==> src/rtl/gf_pkg.sv <==
// Shared GF(2^16) definitions for the SDitH datapath: field width, the
// z^2 + z + 0x20 tower constant, the MAC FSM states and a GF(2^8) multiply.
package gf_pkg;

    localparam int GF2P16_W = 16;

    // GF(2^16) = GF(2^8)[z] / (z^2 + z + 0x20)
    localparam logic [7:0] SDITH_IRRED_CST_GF2P16 = 8'h20;

    // Low byte of the GF(2^8) modulus x^8 + x^4 + x^3 + x + 1
    localparam logic [7:0] GF2P8_POLY_LO = 8'h1B;

    typedef enum logic [2:0] {
        IDLE,
        LOAD,
        DRAIN,
        FLUSH,
        DONE
    } mac_state_e;

    function automatic logic [7:0] gf256_mul(input logic [7:0] a,
                                             input logic [7:0] b);
        logic [7:0] p;
        logic [7:0] t;
        p = '0;
        t = a;
        for (int i = 0; i < 8; i++) begin
            if (b[i]) begin
                p = p ^ t;
            end
            t = t[7] ? ((t << 1) ^ GF2P8_POLY_LO) : (t << 1);
        end
        return p;
    endfunction

endpackage

==> src/rtl/gf_mul_16_s.sv <==
// Pipelined GF(2^16) multiplier, fixed LAT-cycle latency, no done strobe.
// Ports: i_clk, i_rst_n (async low), i_start (operands valid), i_a, i_b, o_p.
module gf_mul_16_s
    import gf_pkg::*;
#(
    parameter int LAT = 4
) (
    input  logic                i_clk,
    input  logic                i_rst_n,
    input  logic                i_start,
    input  logic [GF2P16_W-1:0] i_a,
    input  logic [GF2P16_W-1:0] i_b,
    output logic [GF2P16_W-1:0] o_p
);

    logic [7:0]          hh;
    logic [7:0]          hl;
    logic [7:0]          lh;
    logic [7:0]          ll;
    logic [GF2P16_W-1:0] prod;
    logic [GF2P16_W-1:0] pipe_d [LAT];
    logic [GF2P16_W-1:0] pipe_q [LAT];

    always_comb begin
        hh = gf256_mul(i_a[15:8], i_b[15:8]);
        hl = gf256_mul(i_a[15:8], i_b[7:0]);
        lh = gf256_mul(i_a[7:0], i_b[15:8]);
        ll = gf256_mul(i_a[7:0], i_b[7:0]);
        // z^2 folds back as z + 0x20
        prod = {hh ^ hl ^ lh,
                ll ^ gf256_mul(hh, SDITH_IRRED_CST_GF2P16)};
        pipe_d[0] = i_start ? prod : '0;
        for (int i = 1; i < LAT; i++) begin
            pipe_d[i] = pipe_q[i-1];
        end
    end

    always_ff @(posedge i_clk or negedge i_rst_n) begin
        if (!i_rst_n) begin
            for (int i = 0; i < LAT; i++) begin
                pipe_q[i] <= '0;
            end
        end else begin
            for (int i = 0; i < LAT; i++) begin
                pipe_q[i] <= pipe_d[i];
            end
        end
    end

    assign o_p = pipe_q[LAT-1];

endmodule

==> src/rtl/gf_mac_16_s.sv <==
// Streaming GF(2^16) inner product: acc = XOR of x[k]*y[k], k < i_len.
// Ports: i_clk, i_rst_n, i_start/i_len, i_valid/o_ready, i_x, i_y,
// o_acc/o_done/o_busy; i_acc_init seed only when GF_MAC_INIT_EN is defined.
module gf_mac_16_s
    import gf_pkg::*;
#(
    parameter int LEN_W   = 9,
    parameter int MUL_LAT = 4,
    parameter int REG_OUT = 1
) (
    input  logic                i_clk,
    input  logic                i_rst_n,
    input  logic                i_start,
    input  logic [LEN_W-1:0]    i_len,
    input  logic                i_valid,
    output logic                o_ready,
    input  logic [GF2P16_W-1:0] i_x,
    input  logic [GF2P16_W-1:0] i_y,
`ifdef GF_MAC_INIT_EN
    input  logic [GF2P16_W-1:0] i_acc_init,
`endif
    output logic [GF2P16_W-1:0] o_acc,
    output logic                o_done,
    output logic                o_busy
);

    mac_state_e          state_q;
    mac_state_e          state_d;
    logic [LEN_W-1:0]    len_q;
    logic [LEN_W-1:0]    len_d;
    logic [LEN_W-1:0]    issue_q;
    logic [LEN_W-1:0]    issue_d;
    logic [LEN_W-1:0]    retire_q;
    logic [LEN_W-1:0]    retire_d;
    logic [LEN_W-1:0]    ret_next;
    logic [MUL_LAT-1:0]  vld_q;
    logic [MUL_LAT-1:0]  vld_d;
    logic [GF2P16_W-1:0] acc_q;
    logic [GF2P16_W-1:0] acc_d;
    logic [GF2P16_W-1:0] res_q;
    logic [GF2P16_W-1:0] res_d;
    logic [GF2P16_W-1:0] acc_o_q;
    logic                done_o_q;
    logic [GF2P16_W-1:0] mul_p;
    logic [GF2P16_W-1:0] seed;
    logic                start_ok;
    logic                accept;
    logic                retire;

`ifdef GF_MAC_INIT_EN
    assign seed = i_acc_init;
`else
    assign seed = '0;
`endif

    gf_mul_16_s #(
        .LAT (MUL_LAT)
    ) u_mul (
        .i_clk   (i_clk),
        .i_rst_n (i_rst_n),
        .i_start (accept),
        .i_a     (i_x),
        .i_b     (i_y),
        .o_p     (mul_p)
    );

    always_comb begin
        state_d  = state_q;
        len_d    = len_q;
        issue_d  = issue_q;
        acc_d    = acc_q;
        res_d    = res_q;
        start_ok = i_start && (state_q == IDLE || state_q == DONE);
        accept   = (state_q == LOAD) && i_valid;
        // tail of the tag line lines up with the product leaving the multiplier
        retire   = vld_q[MUL_LAT-1];
        ret_next = retire_q + LEN_W'(retire);
        retire_d = ret_next;
        vld_d    = vld_q << 1;
        vld_d[0] = accept;
        if (retire) begin
            acc_d = acc_q ^ mul_p;
        end
        if (accept) begin
            issue_d = issue_q + 1'b1;
        end
        unique case (state_q)
            IDLE, DONE: begin
                state_d = IDLE;
                if (start_ok) begin
                    len_d    = i_len;
                    issue_d  = '0;
                    retire_d = '0;
                    acc_d    = seed;
                    state_d  = (i_len == '0) ? FLUSH : LOAD;
                end
            end
            LOAD: begin
                if (accept && issue_q == len_q - 1'b1) begin
                    state_d = DRAIN;
                end
            end
            DRAIN: begin
                // counts the product retiring this cycle
                if (ret_next == len_q) begin
                    state_d = FLUSH;
                end
            end
            FLUSH: begin
                res_d   = acc_q;
                state_d = DONE;
            end
            default: state_d = IDLE;
        endcase
    end

    always_ff @(posedge i_clk or negedge i_rst_n) begin
        if (!i_rst_n) begin
            state_q  <= IDLE;
            len_q    <= '0;
            issue_q  <= '0;
            retire_q <= '0;
            vld_q    <= '0;
            acc_q    <= '0;
            res_q    <= '0;
            acc_o_q  <= '0;
            done_o_q <= 1'b0;
        end else begin
            state_q  <= state_d;
            len_q    <= len_d;
            issue_q  <= issue_d;
            retire_q <= retire_d;
            vld_q    <= vld_d;
            acc_q    <= acc_d;
            res_q    <= res_d;
            acc_o_q  <= res_q;
            done_o_q <= (state_q == DONE);
        end
    end

    assign o_ready = (state_q == LOAD);
    assign o_busy  = (state_q == LOAD) || (state_q == DRAIN) ||
                     (state_q == FLUSH) ||
                     ((REG_OUT != 0) && (state_q == DONE));
    assign o_done  = (REG_OUT != 0) ? done_o_q : (state_q == DONE);
    assign o_acc   = (REG_OUT != 0) ? acc_o_q : res_q;

endmodule
==> config.mk <==
export PLATFORM = sky130hd
export DESIGN_NAME = gf_mac_16_s
export DESIGN_NICKNAME = d
export VERILOG_FILES = /design/src/rtl/gf_pkg.sv /design/src/rtl/gf_mul_16_s.sv /design/src/rtl/gf_mac_16_s.sv
export SDC_FILE = /design/constraint.sdc
export NUM_CORES = 1
export LEC_CHECK = 0
export CAP_MARGIN = 20
export CELL_PAD_IN_SITES_DETAIL_PLACEMENT = 0
export CELL_PAD_IN_SITES_GLOBAL_PLACEMENT = 1
export CORE_ASPECT_RATIO = 0.5
export CORE_MARGIN = 2
export CORE_UTILIZATION = 47
export CTS_CLUSTER_SIZE = 24
export DETAILED_ROUTE_END_ITERATION = 6
export PLACE_DENSITY = 0.84
export SETUP_SLACK_MARGIN = 0.5
export SYNTH_ARGS = -nofsm -noshare
export SYNTH_HDL_FRONTEND = slang
export SYNTH_HIERARCHICAL = 1
export SYNTH_SLANG_ARGS = --single-unit
==> constraint.sdc <==
create_clock -name i_clk -period 2.7 [get_ports i_clk]
set_clock_uncertainty 0.15 [all_clocks]
set_input_delay 0.54 -clock i_clk [delete_from_list [all_inputs] [get_ports i_clk]]
set_output_delay 0.54 -clock i_clk [all_outputs]
set_load 0.02 [all_outputs]
Word-level counts from Yosys, hierarchy flattened:

Cells that the tools add are included.

* reduce and logical (&&, ||, !) cells: 12
* equality and inequality tests: 8
* bitwise logic cells: 51
* add/sub/neg operators: 3
* muxes and demuxes: 65

Operators by type and width (count)
* 8-bit 2-to-1 mux: 32
* 8-bit XOR: 31
* 5-bit 2-to-1 mux: 19
* 4-bit NOT: 19
* 16-bit 2-to-1 mux: 4
* 9-bit 2-to-1 mux: 5
* 9-bit == test: 2
* 16-bit XOR: 1
* 3-bit one-hot mux with 4 select lines: 1
* 9-bit by 1-bit adder with 9-bit output: 1
* 9-bit by 1-bit adder with 9-bit output, second input constant: 1
* 9-bit zero test: 1
* 9-bit by 1-bit subtractor with 9-bit output, second input constant: 1
* 3-bit by 2-bit == test with 1-bit output, second input constant: 2
* 3-bit 2-to-1 mux: 2
* 1-bit logical OR: 4
* 2-bit 2-to-1 mux: 2
* 2-bit AND reduction: 2
* 3-bit by 1-bit == test with 1-bit output, second input constant: 1
* 3-bit == test, second input constant: 1
* 1-bit logical AND: 3
* 3-bit zero test: 1
* 2-bit by 1-bit inequality test with 1-bit output, second input constant: 1
* 2-bit inequality test, second input constant: 1
* 2-bit OR reduction: 1

* input port bits: 45
* output and inout port bits: 19
* register bits: 147
* logic and storage cells: 152

Longest topological paths before layout:

Gate-level depths: netlist of run 1.

* depth after elaboration: 28
* gate-level depth with buffers: 11

Modules after synthesis:

The synthesis of run 1 kept the hierarchy.

Modules (own cells, without submodules)
* gf_mul_16_s: area each 6503.7 um2, cells an instance 741, times used 1
* gf_mac_16_s: area each 3569.7 um2, cells an instance 335, times used 1

Least setup slack after synthesis of run 1:

OpenSTA, ideal clock, no wires.

* path kind: input -> register
* start point: input i_x[11]
* end point: register u_mul.pipe_q, in the netlist u_mul/pipe_d[35]
* buffers on the path: 1
* cell stages on the path: 9
* data arrival time: 2887 ps
* setup time: 119 ps
* slack: -456 ps
* cells stage by stage: buf_4 -> xor3_2 -> nand2_1 -> xnor3_1 -> xor3_2 -> xor2_2 -> xor2_1 -> xnor3_1 -> and2_1

RTL lines
* start, declared: line gf_mac_16_s.sv:17 `input logic [GF2P16_W-1:0] i_x,`
* end signal, assigned by index: line gf_mul_16_s.sv:45 `pipe_q[i] <= pipe_d[i];`
* end, declared: line gf_mul_16_s.sv:22 `logic [GF2P16_W-1:0] pipe_q [LAT];`

==> results of run 1 <==
## timing repair
action	in CTS	in global routing
gates cloned	3	1
hold buffers	1	0
endpoints found under the hold margin	53	0
buffers inserted	56	28
pin swaps	86	73
endpoints found under the setup margin	20	20
resized for setup	225	88
## layer usage
layer	GRT usage (%)	routed length, um
met2	45.7	14400
met3	2.83	1550
met5	0	0
met1	33.3	12700
met4	7.04	914
## synth_stat cells (3+ instances only)
cell type and instances:
a21oi_1 15, a22oi_1 10, a31oi_1 4, and2_1 10, buf_1 14, buf_2 13
buf_4 4, clkbuf_1 46, dfrtp_1 147, ha_1 4, inv_1 11, mux2_2 11
mux2i_1 15, nand2_1 289, nand2b_1 5, nand3_1 12, nand3b_1 5, nand4_1 4
nor2_1 55, nor2b_1 9, nor3_1 6, o211ai_1 6, o21ai_0 20, o221ai_1 4
o22ai_1 4, or3_1 3, xnor2_1 178, xnor3_1 28, xor2_1 93, xor2_2 3
xor3_1 10, xor3_2 3
## stage by stage
step / instances / total power [mW] / hold WS, ps / instance area [um^2]
after floorplan: 1076 / 6.90 / 94.4 / 10400
after global placement: 1515 / 8.47 / 183 / 12400
after detailed placement: 1515 / 8.58 / 185 / 12400
after CTS: 1607 / 11.7 / 200 / 14100
after global routing: 1636 / 12.8 / 203 / 14700
final: 1636 / 12.2 / 199 / 14700
## where the power goes
group,internal [mW],total (mW),switching [mW]
Sequential,2.95,3.43,0.474
Combinational,3.49,6.38,2.89
Clock,1.33,2.35,1.02
## path summary, 6_finish.rpt
path | from | endpoint | slack [ps] | cells after the start
setup reg to reg | len_q[5] | state_q[0] | 550 | 6
hold / removal | u_mul/pipe_d[38] | u_mul/pipe_d[22] | 200 | 0
min in group asynchronous | i_rst_n | res_q[12] | 490 | 2
setup / recovery | i_x[13] | u_mul/pipe_d[35] | -30 | 11
hold reg to reg | u_mul/pipe_d[38] | u_mul/pipe_d[22] | 200 | 0
max in group asynchronous | i_rst_n | u_mul/pipe_d[41] | 1120 | 3
## cell families after synthesis
group / after synthesis / synth area share [%]
DFF: 147 / 36.5
muxes: 26 / 2.72
AOI/OAI and AO/OA: 79 / 5.13
and+or+nand+nor: 410 / 17.2
xor gates and xnor gates: 318 / 34.1
buffers and inverters: 92 / 3.89
adders and majority gates: 4 / 0.497
## sequential cells by signal, indices dropped and copies added (netlist names), 3 cells and up
register,cells
o_acc,16
u_mul/pipe_d,48
issue_q,9
u_mul/o_p,16
vld_q,4
acc_q,16
retire_q,9
res_q,16
state_q,3
len_q,9
## final cells by class
cell class	instances	area (um^2)	share of cell area, %
Multi-Input combinational cell	837	6920	47.0
Sequential cell	147	3690	25.1
Timing Repair Buffer	334	3120	21.2
Clock buffer	17	425	2.89
Tap cell	273	342	2.32
Clock inverter	15	185	1.26
Inverter	13	48.8	0.331
==> impl_metrics.toml, run 1 <==
[cts]
clockRootBuffer = "clkbuf_16"
insertion_delay_ps = 410
clk_path_buf_depth = 2
htree_num_levels = 4
cts.sinks = 147
clkTransAtPathRegs_ps = 60
cts_tree = "built"
cts_buffers = 17

[worst_setup_path]
cpMaxStageDelayCell = "xor3_2"
worstPathArrival_ps = 2890
critPathMaxStageDelay_ps = 460
end_kind = "flop"
required_ps = 2850
cp-start-kind = "primary input"
worst-path-buf-inv = 3
worstPathCellList = "buf_8, buf_6, xor3_2, buf_6, xor2_2, nand2_1, xnor3_1, xnor3_2, xor2_2, xnor3_1, and2_1"
cp_top_family = "XOR/XNOR gates"
cp_max_fo = 3
path_class = "primary input to flop"

[yosys]
netlist.area_leader.share_pct = 36.5
synthFlopType = "dfrtp_1"
syn_nets = 1125
netlist_instances = 1076
yosysTopAreaCell = "dfrtp_1"
postSynth.asyncResetShare_pct = 100
syn_avg_cell_area_um2 = 9.36
yosys_warnings = 6
syn_area_um2 = 10100
synth-edff-count = 0
ys_ff_latch = 147
synth_area_leaders = "dfrtp_1 37%, xnor2_1 15%, nand2_1 11%"
yosysUniqueCellTypes = 60
yosysSeqAreaShare_pct = 36.5

[die]
die_h_um = 108
die-area_um2 = 22700
row_count = 37
dieWidth_um = 211
core_region_area_um2 = 20800
pin_count = 64
initial_utilization_pct = 48.5

[sta]
setup_viol = 2
layout_min_cycle_time_ps = 2730
hold_viol = 0
final.setup.worst_slack_ps = -34.6
finalCritPeriodShare_pct = 101
tightest_slew_ps = 635
rsz0062_at_grt = "true"
report.final.slew_viol_count = 0
max_freq_mhz = 366
setup-tns-final_ps = -55.4
relSlewSlack_pct = 57.7

[global_route]
grt_pass1_vias = 8423
grt_first_pass_wirelength_mm = 45.1
antenna_found_initial = 0
grt.overflow.total = 0
grt_max_degree = 58
grtUsageTotal_pct = 25.6

[route]
wl_mm = 29.6
viasPerCell = 5.23
drtIter0Drc = 730
wl_per_cell_um = 18.1
vias = 8559
antenna_left = 0
firstDrtPassIters = 5
drc = 0

[finish]
final_cell_mix = "269 x nand2_1, 185 x buf_4, 139 x dfrtp_1, 127 x xnor2_1, 72 x xor2_1"
layout_commonest_cell = "nand2_1"
drive_gt1_share_pct = 35.3
utilization_pct = 70.8
fill_cells = 1420
antennaDiodeCount = 0
nets = 1399
syn2layout_area_growth_pct = 46.2

[placed_design]
numPortBuffers = 63
preCtsSetupSlack_ps = -769
hpwl_mm = 19.6
routabilityCongestion = 0.933

[worst_hold_path]
min_path_type = "flop to flop"

[run]
drv_cap = 0

[pwr]
p_per_area_nw_per_um2 = 826
p_leak_nw = 7.13
vdd_drop_max_uv = 394

[run_status]
status = "finished with violations"
violations = "setup timing"
Power figures use the tool's default switching activity.
==> run 2: changes to the inputs <==
- CTS_CLUSTER_DIAMETER: unset -> 40
- RECOVER_POWER: unset -> 25
==> run 2 against run 1 <==
Sequential cell count stayed put. Critical path depth stayed put. Combinational power about the same. The flow still finishes with violations (setup timing). First-iteration DRC count increased by 8.4%. Utilization hardly changed. Critical endpoint unchanged. Design area is essentially flat.
==> impl_metrics.toml, run 2 (same netlist as run 1, synthesis figures left out) <==
[sta]
report.final.slew_viol_count = 0
setup_viol = 2
final.setup.worst_slack_ps = -53.5
finalCritPeriodShare_pct = 102
holdWs_ps = 199
max_freq_mhz = 363
hold_viol = 0
rsz0062_at_grt = "true"
relSlewSlack_pct = 9.15
tightest_slew_ps = 1360
layout_min_cycle_time_ps = 2750

[worst_setup_path]
end_kind = "flop"
worstPathArrival_ps = 2910
required_ps = 2850
worstRegToRegCells = 6
rr_startpoint = "len_q[5]"
r2r_setup_slack_ps = 550
r2r-end = "state_q[0]"
cp-start-kind = "primary input"
cp_max_fo = 3
path_class = "primary input to flop"

[pwr]
p_int_mw = 7.77
p_per_area_nw_per_um2 = 827
vdd_drop_max_uv = 393
combPwrFrac_pct = 52.5
clkPwrFrac_pct = 19.3
switching_power_mw = 4.39
p_leak_nw = 7.13
swShare_pct = 36.1
p_seq_share_pct = 28.2

[finish]
final_area_um2 = 14700
multiInputGateArea_um2 = 6920
fin_cells = 1636
fill_cells = 1423
antennaDiodeCount = 0
nets = 1399
drive_gt1_share_pct = 35.2
ff_latch_area_um2 = 3690
layout_commonest_cell = "nand2_1"
syn2layout_area_growth_pct = 46.1
final_cell_mix = "269 x nand2_1, 185 x buf_4, 140 x dfrtp_1, 127 x xnor2_1, 72 x xor2_1"
utilization_pct = 70.8
largest_reg_flops = 48

[placed_design]
routabilityCongestion = 0.933
dp_cells = 1515
numPortBuffers = 63
hpwl_mm = 19.6
placed_area_um2 = 12400

[global_route]
grt_max_degree = 58
grt_first_pass_wirelength_mm = 45.1
grt.overflow.total = 0
grtUsageTotal_pct = 25.6
antenna_found_initial = 0
grt_pass1_vias = 8423

[run_status]
violations = "setup timing"
status = "finished with violations"

[cts]
cts_buffers = 17
clockRootBuffer = "clkbuf_16"
insertion_delay_ps = 410
cts.sinks = 147
clkTransAtPathRegs_ps = 60
clk_path_buf_depth = 2
cts_tree = "built"
htree_num_levels = 4

[worst_hold_path]
hold_start = "u_mul/pipe_d[38]"
hold_end = "u_mul/pipe_d[22]"
whs_path_depth = 0
min_path_type = "flop to flop"

[route]
drtIter0Drc = 791
antenna_left = 0
firstDrtPassIters = 5
wl_mm = 29.7
vias = 8602
viasPerCell = 5.26
wl_per_cell_um = 18.1
drc = 0

[die]
initial_utilization_pct = 48.5
row_count = 37
dieWidth_um = 211
core_region_area_um2 = 20800
die-area_um2 = 22700
die_h_um = 108
pin_count = 64

[run]
drv_cap = 0
-- run 2: power by group through the flow --
stage	logic, mW	clock network (mW)	registers [mW]
3_3_place_gp	5.09	0	3.37
3_5_place_dp	5.17	0	3.41
2_1_floorplan	3.52	0	3.38
6_report	6.39	2.35	3.43
5_1_grt	6.77	2.49	3.51
4_1_cts	5.87	2.39	3.41
-- run 2: what timing repair did --
| item | 4_1_cts | 5_1_grt |
|---|---|---|
| endpoints found under the hold margin | 53 | 0 |
| setup buffers | 56 | 28 |
| gates resized for setup | 225 | 88 |
| gates cloned | 3 | 1 |
| pin swaps | 86 | 73 |
| setup endpoints to repair | 20 | 20 |
| hold buffers | 1 | 0 |
-- run 2: worst max-delay path by stage --
stage | startpoint | end | slack, ps
6_report | i_x[13] | u_mul/pipe_d[35] | -50
3_3_place_gp | i_x[13] | u_mul/pipe_d[35] | -720
4_1_cts | i_x[13] | u_mul/pipe_d[35] | -50
2_1_floorplan | i_x[12] | u_mul/pipe_d[35] | -190
3_5_place_dp | i_x[8] | u_mul/pipe_d[36] | -770
5_1_grt | i_x[12] | u_mul/pipe_d[35] | -110
-- run 2: critical path: stages --
cell	delay [ps]
buf_8	80
buf_6	90
xor3_2	460
buf_6	140
xor2_2	200
nand2_1	90
xnor3_1	340
xnor3_2	310
xor2_2	240
xnor3_1	250
and2_1	160
-- run 2: layer usage --
layer | track usage (%) | routed length [um] | vias up
li1 | - | - | 3974
met1 | 33.3 | 12700 | 4211
met2 | 45.7 | 14400 | 334
met3 | 2.83 | 1640 | 83
met4 | 7.04 | 924 | 0
met5 | 0 | 0 | -
-- run 2: area by class of cell --
class                   count  area share (%)
multi-input cells         837            47.0
well taps                 273            2.32
clock inverters            15            1.26
repair buffers            334            21.1
flip-flops and latches    147            25.1
inverters                  13           0.332
clock buffers              17            2.89
-- run 2: per-stage QoR --
| step | setup WS, ps | TNS (ps) | power, mW |
|---|---|---|---|
| CTS | -50.0 | -268 | 11.7 |
| global placement | -717 | -10020 | 8.47 |
| detailed placement | -769 | -10850 | 8.58 |
| global route | -112 | -197 | 12.8 |
| finish | -53.5 | -68.2 | 12.2 |
| floorplan | -194 | -499 | 6.90 |
==> run 3: changes to the inputs <==
- CORE_MARGIN: 2 -> unset
==> run 3 against run 2 <==
The run ends with capacitance limit, slew limit left. Setup slack better by 57 ps. Largest power group unchanged. Largest cell class unchanged. Design area is 1.2% higher. Critical endpoint unchanged. Power is 0.94% higher. First-iteration DRC count is 18% lower. Hold slack hardly changed.
==> impl_metrics.toml, run 3 (same netlist as run 1, synthesis figures left out) <==
[run_status]
status = "finished with violations"
violations = "capacitance limit, slew limit"

[route]
drc = 0
firstDrtPassIters = 5
vias = 8398
wl_mm = 28.6
drtIter0Drc = 652
wl_per_cell_um = 17.6
antenna_left = 0
dr_wl_met2_mm = 14.1
wl_met3_mm = 1.25
routed.top_layer = "met4"
viasPerCell = 5.15
wl_met1_mm = 12.6

[cts]
clk_path_buf_depth = 2
cts_tree = "built"
htree_num_levels = 4
cts_buffers = 17
insertion_delay_ps = 420
clockRootBuffer = "clkbuf_16"
cts.sinks = 147
clkTransAtPathRegs_ps = 60

[worst_hold_path]
min_path_type = "flop to flop"
whs_path_depth = 0
hold_end = "u_mul/o_p[2]"
hold_start = "u_mul/pipe_d[2]"

[sta]
max_freq_mhz = 371
finalCritPeriodShare_pct = 99.9
tightest_slew_ps = 1640
final.setup.worst_slack_ps = 3.98
layout_min_cycle_time_ps = 2700
setup_viol = 0
report.final.slew_viol_count = 69
relSlewSlack_pct = -9.17
rsz0062_at_grt = "true"
setup-tns-final_ps = 0
hold_viol = 0

[pwr]
vdd_drop_max_uv = 420
p_per_area_nw_per_um2 = 824
p_leak_nw = 7.21

[worst_setup_path]
path_class = "primary input to flop"
worstRegToRegCells = 8
cp_max_fo = 2
r2r_setup_slack_ps = 510
rr_startpoint = "len_q[1]"
r2r-end = "state_q[0]"
end_kind = "flop"
cp-start-kind = "primary input"
worstSetupStartpoint = "i_x[12]"
required_ps = 2850
worstPathArrival_ps = 2850

[placed_design]
routabilityCongestion = 0.886
numPortBuffers = 63
dp_cells = 1516
preCtsSetupSlack_ps = -835
hpwl_mm = 19.6

[global_route]
grt_max_degree = 70
grt_first_pass_wirelength_mm = 45.5
grt_pass1_vias = 8553
grtUsageTotal_pct = 26.6
antenna_found_initial = 0
grt.overflow.total = 0

[die]
row_count = 37
core_region_area_um2 = 20800
pin_count = 64
dieWidth_um = 209
initial_utilization_pct = 48.5
die-area_um2 = 22100
die_h_um = 106

[finish]
drive_gt1_share_pct = 36.3
fin_cells = 1630
layout_commonest_cell = "nand2_1"
antennaDiodeCount = 0
nets = 1393
largest_reg_flops = 48
syn2layout_area_growth_pct = 47.9
final_cell_mix = "265 x nand2_1, 180 x buf_4, 141 x dfrtp_1, 122 x xnor2_1, 71 x xor2_1"

[run]
drv_cap = 1
## run 3: cell count changes in the layout (fill, tap and decap cells not counted), sizes merged
cell | previous run | this run
clkinvlp | 2 | 1
buf | 282 | 275
clkinv | 5 | 6
clkdlybuf4s18 | 1 | 0
clkbuf | 21 | 24
inv | 20 | 18
dlygate4sd2 | 9 | 7
bufbuf | 1 | 2
clkdlybuf4s50 | 32 | 33
clkdlybuf4s15 | 4 | 5
## run 3: cell type report
class                      count  area (um^2)
inverter                      13         48.8
multi-input combinational    837         7110
timing repair buffer         328         3120
sequential                   147         3690
fill                        1404         5890
clock inverter                13          139
tap                          273          342
clock buffer                  19          443
## run 3: how the worst max path moves through the flow
stage,depth (start not counted),slack (ps),endpoint
2_1_floorplan,9,-190,u_mul/pipe_d[35]
3_3_place_gp,10,-770,u_mul/pipe_d[35]
3_5_place_dp,9,-840,u_mul/pipe_d[38]
4_1_cts,12,-80,u_mul/pipe_d[43]
5_1_grt,11,-20,u_mul/pipe_d[35]
6_report,11,4,u_mul/pipe_d[35]
## run 3: critical path, stage by stage
cell	delay (ps)
buf_8	100
buf_12	110
buf_4	130
xor3_2	420
xor2_2	190
nand2_1	90
xnor3_1	230
xnor3_2	310
xor2_2	180
xnor3_1	400
and2_1	140
## run 3: routing by layer
metal | up-vias | global-route usage, %
met5 | - | 0
met4 | 0 | 8.19
met2 | 250 | 45.0
li1 | 3956 | -
met3 | 64 | 3.40
met1 | 4128 | 35.7
## run 3: power breakdown
part           leakage (nW)  internal [mW]  switching (mW)  total [mW]
registers              2.00           2.95           0.487        3.44
logic                  4.92           3.62            2.94        6.56
clock network         0.283           1.32           0.959        2.28
## run 3: metrics by stage
step | instance area (um^2) | total power, mW | util (%) | hold WS, ps
floorplan | 10400 | 6.90 | - | 94.4
global placement | 12400 | 8.50 | 59.8 | 181
detailed placement | 12400 | 8.63 | 59.8 | 185
CTS | 14200 | 11.8 | 68.5 | 201
global route | 14900 | 12.9 | 71.7 | 204
finish | 14900 | 12.3 | 71.7 | 199
## run 3: what timing repair did
action | CTS | global route
pin swaps | 121 | 97
hold buffers | 1 | 0
setup endpoints to repair | 20 | 19
gates cloned | 2 | 1
setup buffers | 59 | 19
hold endpoints to repair | 65 | 0
resized for setup | 241 | 108
==> variant: new RTL, flow settings as in run 1 <==
The parameter `LEN_W` goes from 9 to 11.
--- a/src/rtl/gf_mac_16_s.sv
+++ b/src/rtl/gf_mac_16_s.sv
@@ -6,3 +6,3 @@
 #(
-    parameter int LEN_W   = 9,
+    parameter int LEN_W   = 11,
     parameter int MUL_LAT = 4,
Interface: changed (resized i_len); port bits go from 64 to 66. No check against the original RTL was run, so the function may have changed too.
==> variant against run 1 <==
The run still ends with negative setup slack left; design area rose by 2.4%; sequential share of layout area rose by 0.38 points; sequential cell count rose by 6; area after synthesis rose by 3.9%; die area rose by 3.8%; clock power rose by 3%; power fell by 22%; routed wire length fell by 2.1%; setup slack got worse by 0.028 ns; critical path type unchanged; critical endpoint unchanged; largest cell class unchanged; largest power group unchanged.
==> variant: results (changes against run 1) <==
| Metric | Value |
|---|---|
| Crit-path max FO | 3 (unchanged) |
| Largest net degree at the start of global routing | 58 (unchanged) |
| Cell variety after synth | 62 (+3.3%) |
| Synth Flop Type | dfrtp_1 |
| PortBufs | 65 (+3.2%) |
| Synthesized Nets | 1138 (+1.2%) |
| # nets final | 1412 (+0.93%) |
| Maximum buffer depth of the clock tree | 2 (unchanged) |
| Total global routing overflow | 0 (unchanged) |
| Max reg flops | 48 (unchanged) |
| Critical path's slowest cell | xnor3_1 |
| Synth area leaders | dfrtp_1, xnor2_1, nand2_1 |
| Most instantiated cells after synthesis | nand2_1, xnor2_1, dfrtp_1 |
| Layout cells sized above 1 | 36.17% (+0.88 points) |
| Number of antenna diodes | 0 (unchanged) |
| GP Congestion | 0.8777 (-5.9%) |
| Failing checks | negative setup slack |
| Clock Pin Slew Worst Setup and Hold Paths | 0.07 ns |
| Worst VDD drop | 0.3722 mV (-5.5%) |
| Ys Warns | 6 (unchanged) |
| Crit path arrival time | 2.92 ns (+0.03 ns) |
| Final HPWL DP | 20050 um (+2.5%) |
| Drt via density | 5.154 (-1.5%) |
| Post-route setup slack | -0.06299 ns (-0.02840 ns) |
| First-pass GRT wire length | 45750 um (+1.4%) |
| Total GRT Usage | 24.97% (-0.62 points) |
| Leakage | 0.007170 uW (+0.58%) |
| Vias in the first global route | 8649 (+2.7%) |
| WL/cell | 17.29 um (-4.3%) |
| Max incr delay on CP | 0.42 ns (-0.04 ns) |
| Setup violations, final | 2 (unchanged) |
| Initial DRC count | 753 (+3.2%) |
| Clock Latency Late Sink | 0.42 ns |
| Outcome | finished with violations |
| Post-synth ARST share | 100.0% (unchanged) |
| Sequential share of the synthesized area | 36.57% (+0.051 points) |
| Slew @ Worst Pin | 0.7194 ns (+0.08468 ns) |
| Initial antenna violation count | 0 (unchanged) |
| CTS Root Buffer Type | clkbuf_16 |
| Drt pass-1 iters | 7 (+2) |
| CTS H-tree lvls | 4 (unchanged) |
| Switch Pwr | 3009 uW (-31%) |
| Hold/Removal Path Class | flip-flop to flip-flop |
| Top delay family on crit path | XOR/XNOR gates |
| Num CTS Buffers | 17 (unchanged) |
variant: final timing paths:
kind | startpoint | slack, ns | endpoint | depth (start not counted)
hold reg to reg | u_mul/pipe_d[5]$_DFF_PN0_ | 0.20 | u_mul/o_p[5]$_DFF_PN0_ | 0
min in group asynchronous | i_rst_n | 0.51 | o_acc[11]$_DFF_PN0_ | 2
max in group asynchronous | i_rst_n | 1.24 | o_acc[2]$_DFF_PN0_ | 3
hold / removal | u_mul/pipe_d[5]$_DFF_PN0_ | 0.20 | u_mul/o_p[5]$_DFF_PN0_ | 0
setup reg to reg | len_q[1]$_DFFE_PN0P_ | 0.45 | state_q[0]$_DFFE_PN0P_ | 8
setup / recovery | i_x[11] | -0.06 | u_mul/pipe_d[35]$_DFF_PN0_ | 10
variant: timing repair:
| item | 4_1_cts | 5_1_grt |
|---|---|---|
| gates resized for setup | 241 | 64 |
| cloned | 1 | 0 |
| endpoints found under the hold margin | 55 | 0 |
| hold buffers | 1 | 0 |
| buffers inserted | 70 | 13 |
| endpoints found under the setup margin | 20 | 20 |
| pin swaps | 114 | 54 |
variant: power groups by stage:
stage | logic, uW | clock network, uW | registers (uW)
2_1_floorplan | 2600 | 0 | 2340
3_3_place_gp | 3730 | 0 | 2330
3_5_place_dp | 3760 | 0 | 2330
4_1_cts | 4490 | 2470 | 2290
5_1_grt | 5000 | 2580 | 2290
6_report | 4750 | 2430 | 2290
variant: per-stage QoR:
step | instance area, um^2 | std cells | setup slack (ns) | setup TNS (ns)
3_5_place_dp | 12860 | 1557 | -0.7728 | -10.51
4_1_cts | 14670 | 1661 | -0.003805 | -0.003805
2_1_floorplan | 10840 | 1087 | -0.1941 | -0.4992
5_1_grt | 15070 | 1674 | -0.1002 | -0.2874
6_report | 15070 | 1674 | -0.06299 | -0.09279
3_3_place_gp | 12860 | 1557 | -0.7656 | -10.33
variant: final cells by class:
| class | count | area, um^2 |
|---|---|---|
| Fill cell | 1549 | 6705 |
| Clock buffer | 18 | 439.2 |
| Clock inverter | 14 | 183.9 |
| Tap cell | 300 | 375.4 |
| Sequential cell | 153 | 3834 |
| Multi-Input combinational cell | 834 | 7103 |
| Timing Repair Buffer | 336 | 3064 |
| Inverter | 19 | 71.32 |
variant: logic make-up after synthesis:
logic type | share of synthesized area, %
and+or+nand+nor | 15.80
xor gates and xnor gates | 33.72
DFF | 36.57
buffers and inverters | 4.087
AOI/OAI and AO/OA | 4.804
muxes | 4.541
adders and majority gates | 0.4780
variant: metal layers:
metal  routed length, um  global-route usage [%]  vias to the layer above
met1               12700                   32.62                     4291
met2               14440                   44.80                      245
met4                 596                   6.453                        0
met5                   0                       0                        -
li1                    -                       -                     4042
met3                1208                   3.126                       49
